$ cat src/rtl/gugu_pkg.sv
// Shared types and constants for the instruction fetch stage.
package gugu_pkg;

    localparam int INST_ADDR_W = 32;
    localparam int INST_W      = 32;

    localparam logic [INST_W-1:0] ZERO_WORD = '0;

    typedef enum logic [1:0] {
        S_IDLE,
        S_REQ,
        S_WAIT,
        S_HOLD
    } fetch_state_t;

endpackage

$ cat src/rtl/if_pc_reg.sv
// Program counter register with next-pc selection: reset, redirect, sequential increment.
module if_pc_reg
    import gugu_pkg::*;
#(
    parameter logic [INST_ADDR_W-1:0] RESET_PC = 32'hBFC0_0000,
    parameter int unsigned            PC_INC   = 4
) (
    input  logic                   clk_i,
    input  logic                   rst_n_i,
    input  logic                   branch_flag_i,
    input  logic [INST_ADDR_W-1:0] branch_target_i,
    input  logic                   inc_en_i,
    output logic [INST_ADDR_W-1:0] pc_o
);

    localparam logic [INST_ADDR_W-1:0] PC_STEP = INST_ADDR_W'(PC_INC);

    logic [INST_ADDR_W-1:0] pc_q;
    logic [INST_ADDR_W-1:0] pc_d;

    // Redirect wins over the increment; the add wraps naturally at 2^32.
    always_comb begin
        pc_d = pc_q;
        if (branch_flag_i) begin
            pc_d = branch_target_i;
        end else if (inc_en_i) begin
            pc_d = pc_q + PC_STEP;
        end
    end

    always_ff @(posedge clk_i) begin
        if (!rst_n_i) begin
            pc_q <= RESET_PC;
        end else begin
            pc_q <= pc_d;
        end
    end

    assign pc_o = pc_q;

endmodule

$ cat src/rtl/inst_fetch.sv
// IF stage: fetch FSM over a req/addr_ok/data_ok handshake with stall and redirect squash.
// Define IF_ADDR_ERR_EN to add the if_adel port and misaligned-fetch exception reporting.
module inst_fetch
    import gugu_pkg::*;
#(
    parameter logic [INST_ADDR_W-1:0] RESET_PC = 32'hBFC0_0000,
    parameter int unsigned            PC_INC   = 4
) (
    input  logic                   clk,
    input  logic                   rst,
    input  logic                   stall,
    input  logic                   branch_flag,
    input  logic [INST_ADDR_W-1:0] branch_target,
    output logic                   inst_req,
    output logic [INST_ADDR_W-1:0] inst_addr,
    input  logic                   inst_addr_ok,
    input  logic                   inst_data_ok,
    input  logic [INST_W-1:0]      inst_rdata,
    output logic [INST_ADDR_W-1:0] if_pc,
    output logic [INST_W-1:0]      if_inst,
`ifdef IF_ADDR_ERR_EN
    output logic                   if_valid,
    output logic                   if_adel
`else
    output logic                   if_valid
`endif
);

    fetch_state_t           state_q, state_d;
    logic                   discard_q, discard_d;
    logic [INST_ADDR_W-1:0] req_pc_q, req_pc_d;
    logic [INST_ADDR_W-1:0] if_pc_q, if_pc_d;
    logic [INST_W-1:0]      if_inst_q, if_inst_d;
    logic                   if_valid_q, if_valid_d;
    logic                   adel_q, adel_d;
    logic [INST_ADDR_W-1:0] pc;
    logic                   misalign;

    if_pc_reg #(
        .RESET_PC (RESET_PC),
        .PC_INC   (PC_INC)
    ) u_pc (
        .clk_i           (clk),
        .rst_n_i         (rst),
        .branch_flag_i   (branch_flag),
        .branch_target_i (branch_target),
        .inc_en_i        (inst_req & inst_addr_ok),
        .pc_o            (pc)
    );

`ifdef IF_ADDR_ERR_EN
    assign misalign  = |pc[1:0];
    assign inst_addr = pc;
    assign if_adel   = adel_q;
`else
    // Misalignment is not reported; the low bits are simply masked off the bus.
    assign misalign  = 1'b0;
    assign inst_addr = pc & ~INST_ADDR_W'(3);
`endif

    assign inst_req = (state_q == S_REQ) && !misalign;
    assign if_pc    = if_pc_q;
    assign if_inst  = if_inst_q;
    assign if_valid = if_valid_q;

    always_comb begin
        state_d    = state_q;
        discard_d  = discard_q;
        req_pc_d   = req_pc_q;
        if_pc_d    = if_pc_q;
        if_inst_d  = if_inst_q;
        if_valid_d = if_valid_q;
        adel_d     = adel_q;
        case (state_q)
            S_IDLE: state_d = S_REQ;
            S_REQ: begin
                if_valid_d = 1'b0;
                if (misalign && !branch_flag) begin
                    if_pc_d    = pc;
                    if_inst_d  = ZERO_WORD;
                    if_valid_d = 1'b1;
                    adel_d     = 1'b1;
                    state_d    = S_HOLD;
                end else if (inst_req && inst_addr_ok) begin
                    // A redirect in the accept cycle marks this fetch for squashing.
                    req_pc_d  = pc;
                    discard_d = branch_flag;
                    state_d   = S_WAIT;
                end
            end
            S_WAIT: begin
                if (inst_data_ok) begin
                    discard_d = 1'b0;
                    state_d   = S_REQ;
                    if (discard_q || branch_flag) begin
                        if_valid_d = 1'b0;
                    end else begin
                        if_pc_d    = req_pc_q;
                        if_inst_d  = inst_rdata;
                        if_valid_d = 1'b1;
                        if (stall) begin
                            state_d = S_HOLD;
                        end
                    end
                end else if (branch_flag) begin
                    discard_d = 1'b1;
                end
            end
            S_HOLD: begin
                // An address-error entry is released only by the exception redirect.
                if (adel_q) begin
                    if (branch_flag) begin
                        if_valid_d = 1'b0;
                        adel_d     = 1'b0;
                        state_d    = S_REQ;
                    end
                end else if (!stall || branch_flag) begin
                    if_valid_d = 1'b0;
                    state_d    = S_REQ;
                end
            end
            default: state_d = S_IDLE;
        endcase
    end

    always_ff @(posedge clk) begin
        if (!rst) begin
            state_q    <= S_IDLE;
            discard_q  <= 1'b0;
            if_pc_q    <= '0;
            if_inst_q  <= ZERO_WORD;
            if_valid_q <= 1'b0;
            adel_q     <= 1'b0;
        end else begin
            state_q    <= state_d;
            discard_q  <= discard_d;
            if_pc_q    <= if_pc_d;
            if_inst_q  <= if_inst_d;
            if_valid_q <= if_valid_d;
            adel_q     <= adel_d;
        end
    end

    always_ff @(posedge clk) begin
        req_pc_q <= req_pc_d;
    end

endmodule
$ cat config.mk
export PLATFORM = sky130hd
export DESIGN_NAME = inst_fetch
export DESIGN_NICKNAME = d
export VERILOG_FILES = /design/src/rtl/gugu_pkg.sv /design/src/rtl/if_pc_reg.sv /design/src/rtl/inst_fetch.sv
export SDC_FILE = /design/constraint.sdc
export NUM_CORES = 1
export LEC_CHECK = 0
export CORE_MARGIN = 10
export CORE_UTILIZATION = 51
export DETAILED_ROUTE_END_ITERATION = 7
export PLACE_DENSITY = 0.86
export SLEW_MARGIN = 15
export SYNTH_ARGS = -nofsm -noshare
export SYNTH_HDL_FRONTEND = slang
export SYNTH_SLANG_ARGS = --single-unit
$ cat constraint.sdc
create_clock -name clk -period 6.4 [get_ports clk]
set_input_delay 1.28 -clock clk [delete_from_list [all_inputs] [get_ports clk]]
set_output_delay 1.28 -clock clk [all_outputs]
set_load 0.05 [all_outputs]
==> metrics.md, run 1 <==
| Metric | Value |
|---|---|
| Final Power | 2130 uW |
| Crit path max-delay family | buffers and inverters |
| Kind of critical path | primary input to register |
| FP Rows | 38 |
| Setup Viol. Count Final | 0 |
| CP Cell Sequence | clkdlybuf4s50_1 -> inv_2 -> buf_4 -> a21oi_1 |
| Final min period | 3.56 ns |
| Nets | 801 |
| Antenna violations before repair | 0 |
| Post-Syn Area | 5560 um^2 |
| Crit. End Element | register |
| Number of inserted diodes | 0 |
| Clock Power Share | 0.459 |
| Startpoint Class | primary input |
| First-pass GRT wire length | 24900 um |
| Worst min-delay path category | register to register |
| I/O pin total | 168 |
| Max_slew headroom | 0.204 |
| CTS Buf Count | 17 |
| NetSw | 515 uW |
| WP data arrival | 3.95 ns |
| CTS H-tree depth | 4 |
| P_leak | about 0.0025 uW |
| Async set-reset flop share out of synthesis | 0 |
| Remaining Overflow, GRT | 0 |
| Max Clk Rate | 281 MHz |
| Initial Util | 0.517 |
| Resize count post-CTS | 0 |
| Core Box Area | 10700 um^2 |
| DRC Markers | 0 |
| Drt pass-1 iters | 5 |
| Worst Path Required | between 6 and 7 ns |
| Post-CTS Setup Repair Bufs | 0 |
| Clock sinks | 133 |
| Vias | 4873 |
| Share of layout cells above drive strength 1 | 0.0582 |
| Max-slew violation count | 0 |
| Post-DRT Antenna Nets | 0 |
| Crit path buffers/inverters | 3 |
| DR iter-0 viols | roughly 370 |
| Leading register cell type out of synthesis | dfxtp_1 |
| Post-Route Skew | 0.0103 ns |
| Area grow syn2layout | 37.2% |
| CTS tree | built |
| Die Footprint | 15500 um^2 |
| PwrDens | 279 nW/um^2 |
| GPL Wtd Cong | 0.865 |
| Most common cell after layout, fill and taps aside | clkdlybuf4s50_1 |
| Status | completed |
| Post-synthesis register bit count | 133 |
| Cell Int Power | 1610 uW |
| Post-CTS Hold Buffers | 0 |
| DP HPWL | 11100 um |
| Die H | roughly 120 um |
| Avg WL per Cell | 17.9 um |
| Post-synth EDFFs | 32 |
| Max_cap viols | 0 |
| Switching Share | 0.242 |
| Setup_tns | 0 ns |
| RSZ-0062 raised after global routing | no |
| Overall routing resource usage | 0.195 |
| Tightest Pin Transition | 1.19 ns |
| Synth Warn # | 0 |
| Part of the power in combinational logic | 0.106 |
| Avg Cell Area, Syn | 9.13 um^2 |
| Reg power frac | 0.434 |
| Commonest cells after routing, fill and taps aside | clkdlybuf4s50_1 (165), nand2_1 (143), dfxtp_1 (101) |
| Vias in the first global route | 4792 |
| Pin count of the biggest net entering global routing | between 60 and 70 |
| Syn Inst Count | 609 |
| Die X | roughly 120 um |
| Final wirelength | about 16000 um |
| Routed vias/inst | roughly 5.5 |
| Clock-pin slew on the worst setup and hold paths | roughly 0.060 ns |
| Cell with the largest stage delay on the worst path | clkdlybuf4s50_1 |
| CP max stage delay | 1.04 ns |
| Max clock buf depth | 2 |
| Synth unique cells | 53 |
| Fin. Hold Viols | 0 |
| Peak VDD IR | between 0.00015 and 0.0002 V |
| Fin crit share | 0.556 |
| Later-pin clock latency in the skew report | about 0.53 ns |
| CP Max Fanout | 47 |
| Clk root buf | clkbuf_8 |
| Port bufs | 165 |
| Seq/Total Area, Yosys | 0.537 |
## Yosys cell counts, types with 6 or more instances
| cell | n | area share |
|---|---|---|
| o21ai_0 | 19 | 0.017 |
| dfxtp_1 | 101 | 0.36 |
| inv_1 | 7 | 0.0047 |
| buf_4 | 32 | 0.043 |
| a21oi_1 | 75 | 0.068 |
| or4_1 | 11 | 0.015 |
| o311a_1 | 7 | 0.013 |
| xor2_1 | 7 | 0.011 |
| nor2_1 | 21 | 0.014 |
| nand4_1 | 13 | 0.015 |
| a31oi_1 | 6 | 0.0068 |
| a211oi_1 | 7 | 0.0095 |
| nand3_1 | 16 | 0.014 |
| clkbuf_1 | 31 | 0.021 |
| buf_1 | 6 | 0.0041 |
| nand2_1 | 144 | 0.097 |
| edfxtp_1 | 32 | 0.17 |
## power groups by stage
stage	registers (uW)	clock network [uW]	logic [uW]
2_1_floorplan	943	0	138
5_1_grt	928	1020	240
3_3_place_gp	939	0	221
3_5_place_dp	941	0	225
4_1_cts	923	990	227
6_report	924	977	227
## final cells by class
cell class                      count  area (um^2)
Sequential cell                   133         2980
Tap cell                          140          175
Multi-Input combinational cell    399         2170
Inverter                            7         26.3
Clock inverter                     15          188
Fill cell                         781         3120
Clock buffer                       17          414
Timing Repair Buffer              168         1670
## routing by layer
layer  share of wire  track usage
met5               0            0
met3           0.078       0.0689
met1            0.42        0.226
met2            0.49        0.328
met4           0.011       0.0596
## logic make-up (layout without fill, tap and decap cells)
kind of cell,count (synthesis),after routing,synth area share
other,1,2,0.000675
AOI/OAI and AO/OA,134,134,0.144
adders and majority gates,5,5,0.0113
muxes,5,5,0.00900
buffers and inverters,78,207,0.0758
xor gates and xnor gates,12,12,0.0189
and+or+nand+nor,241,241,0.204
DFF,133,133,0.537
## final timing paths
path,to,slack (ns),depth (start not counted),from
max,if_pc[30],2.84,4,rst
min,req_pc_q[0],0.44,0,u_pc.pc_o[0]
max reg2reg,u_pc.pc_o[28],4.00,6,state_q[1]
min reg2reg,req_pc_q[0],0.44,0,u_pc.pc_o[0]
## stage by stage
step           cells  utilization  setup WS [ns]  instance area, um^2  hold slack, ns
2_1_floorplan    610            -           3.65                 5560           0.407
3_3_place_gp     847        0.653           2.43                 7020           0.419
3_5_place_dp     847        0.653           2.29                 7020           0.424
4_1_cts          879        0.709           2.78                 7620           0.437
5_1_grt          879        0.710           2.71                 7630           0.445
6_report         879        0.710           2.84                 7630           0.442
No activity file was read; power rests on OpenSTA's default activity.
==> run 2, diff against run 1 <==
Settings changed: CORE_UTILIZATION 51 to 47, PLACE_DENSITY 0.86 to 0.8.
Clock period 6.4 ns to 3.4 ns, I/O delays scaled along.
==> run 2 against run 1 <==
Setup slack got worse by 2.2 ns. Combinational power increased by 92%. Clock skew is 0.0032 ns lower. Routed wire length is 3.6% lower. Largest cell class unchanged. Clock power is 72% higher. Via count shrank 0.88%. Non-clock buffer count increased by 6. Global-route usage fell by 1.5 points. Critical endpoint is now inst_req. Highest routed layer unchanged. Die area is 7.1% higher. Core utilization shrank 4.4 points. Clock-buffer cell count up 12.
==> metrics.md, run 2 (synthesis gave the netlist of run 1 again) <==
| Metric | Value |
|---|---|
| CP max stage delay | 0.90 ns |
| Dpl ws | 0.513 ns |
| Max clock buf depth | 2 |
| Max Clk Rate | 357 MHz |
| GPL Wtd Cong | around 0.83 |
| Routed vias/inst | approximately 5.4 |
| Crit path max-delay family | buffers and inverters |
| Vias in the first global route | 4636 |
| Fin crit share | 0.825 |
| I/O pin total | 168 |
| Initial Util | 0.483 |
| Max-slew violation count | 0 |
| CP Cell Sequence | inv_1 -> ha_1 -> clkdlybuf4s50_1 |
| Clk root buf | clkbuf_16 |
| Area grow syn2layout | 37.9% |
| Cell with the largest stage delay on the worst path | clkdlybuf4s50_1 |
| Post-CTS Setup Repair Bufs | 0 |
| Nets | 807 |
| Number of inserted diodes | 0 |
| Final core occ | 0.665 |
| Status | completed |
| Later-pin clock latency in the skew report | slightly above 0.4 ns |
| Max_cap viols | 0 |
| Post-CTS Hold Buffers | 0 |
| Met3 wire length | 1060 um |
| Post-Route Skew | 0.00710 ns |
| Switching Share | 0.238 |
| First-pass GRT wire length | 23700 um |
| Max_slew headroom | 0.569 |
| PwrDens | 503 nW/um^2 |
| FP Rows | 39 |
| Uppermost routed layer | met4 |
| P_leak | 0.00257 uW |
| Met2 Wirelength | 7810 um |
| Worst Path Required | 2.72 ns |
| Kind of critical path | register to output port |
| RR Startpoint | state_q[1] |
| Port bufs | 165 |
| CP Max Fanout | 10 |
| Clock-pin slew on the worst setup and hold paths | 0.05 ns |
| NetSw | 918 uW |
| Antenna violations before repair | 1 |
| Setup Viol. Count Final | 0 |
| Remaining Overflow, GRT | 0 |
| Hold wc startpoint | u_pc.pc_o[1] |
| DRC Markers | 0 |
| Peak VDD IR | 0.000358 V |
| DR iter-0 viols | around 280 |
| Die Footprint | 16600 um^2 |
| Crit path buffers/inverters | 2 |
| CP Launch Point | state_q[1] |
| Drt pass-1 iters | 5 |
| CTS Buf Count | 17 |
| DP HPWL | 11300 um |
| Wl on met1 | 6070 um |
| Resize count post-CTS | 0 |
| Final min period | 2.80 ns |
| Pin count of the biggest net entering global routing | 55 |
| Share of layout cells above drive strength 1 | 0.0604 |
| Fin. Hold Viols | 0 |
| RSZ-0062 raised after global routing | no |
| Post-DRT Antenna Nets | 0 |
| Clock sinks | 133 |
| Commonest cells after routing, fill and taps aside | clkdlybuf4s50_1 (165), nand2_1 (143), dfxtp_1 (101) |
| Die H | roughly 130 um |
| Crit. End Element | output port |
| Final wirelength | 15200 um |
| Core Box Area | 11500 um^2 |
| R2R setup slack | 0.99 ns |
| Cell Int Power | 2930 uW |
| Final Power | about 3900 uW |
| Fillers | 941 |
| Vias | 4830 |
| Overall routing resource usage | 0.179 |
| Setup WS post-layout | just under 0.6 ns |
| WP data arrival | 2.12 ns |
| CTS tree | built |
| Worst min-delay path category | register to register |
| Tightest Pin Transition | between 0.6 and 0.7 ns |
| Most common cell after layout, fill and taps aside | clkdlybuf4s50_1 |
| Avg WL per Cell | 17.1 um |
| Die X | about 130 um |
| Startpoint Class | register |
| CTS H-tree depth | 4 |
| Clock Power Share | 0.436 |
| Part of the power in combinational logic | 0.113 |
| Reg power frac | 0.451 |
| Setup_tns | 0 ns |
[run 2: changes by cell type in the layout (fill, tap and decap cells not counted), sizes merged]
cell	delta
buf	+6
bufinv	-4
clkbuf	+12
clkinv	-5
clkinvlp	-3
[run 2: final timing paths]
kind                   end  cells past startpoint
max               inst_req                      3
min            req_pc_q[1]                      0
max reg2reg  u_pc.pc_o[28]                      6
min reg2reg    req_pc_q[1]                      0
[run 2: metrics by stage]
step	hold slack (ns)	instance area (um^2)	instances
after floorplan	0.407	5560	610
after global placement	0.420	7110	856
after detailed placement	0.412	7110	856
after CTS	0.424	7660	888
after global routing	0.430	7660	888
final	0.425	7660	888
[run 2: layout make-up]
cell class              instances  area (um^2)  share of cell area
flip-flops and latches        133         2980               0.389
multi-input cells             399         2160               0.282
repair buffers                174         1760               0.229
clock buffers                  29          542              0.0707
well taps                     143          179              0.0233
inverters                       7         26.3             0.00343
clock inverters                 3         15.0             0.00196
[run 2: power by group through the flow]
| stage | combinational [uW] | sequential [uW] | clock, uW |
|---|---|---|---|
| 2_1_floorplan | 260 | 1780 | 0 |
| 3_3_place_gp | 425 | 1770 | 0 |
| 3_5_place_dp | 434 | 1770 | 0 |
| 4_1_cts | 436 | 1740 | 1710 |
| 5_1_grt | 461 | 1750 | 1790 |
| 6_report | 435 | 1740 | 1680 |
[run 2: per-layer routing]
metal  GRT usage  vias to the layer above
met1       0.202                     2268
met4      0.0789                        0
li1            -                     2369
met5           0                        -
met3      0.0550                       21
met2       0.307                      172
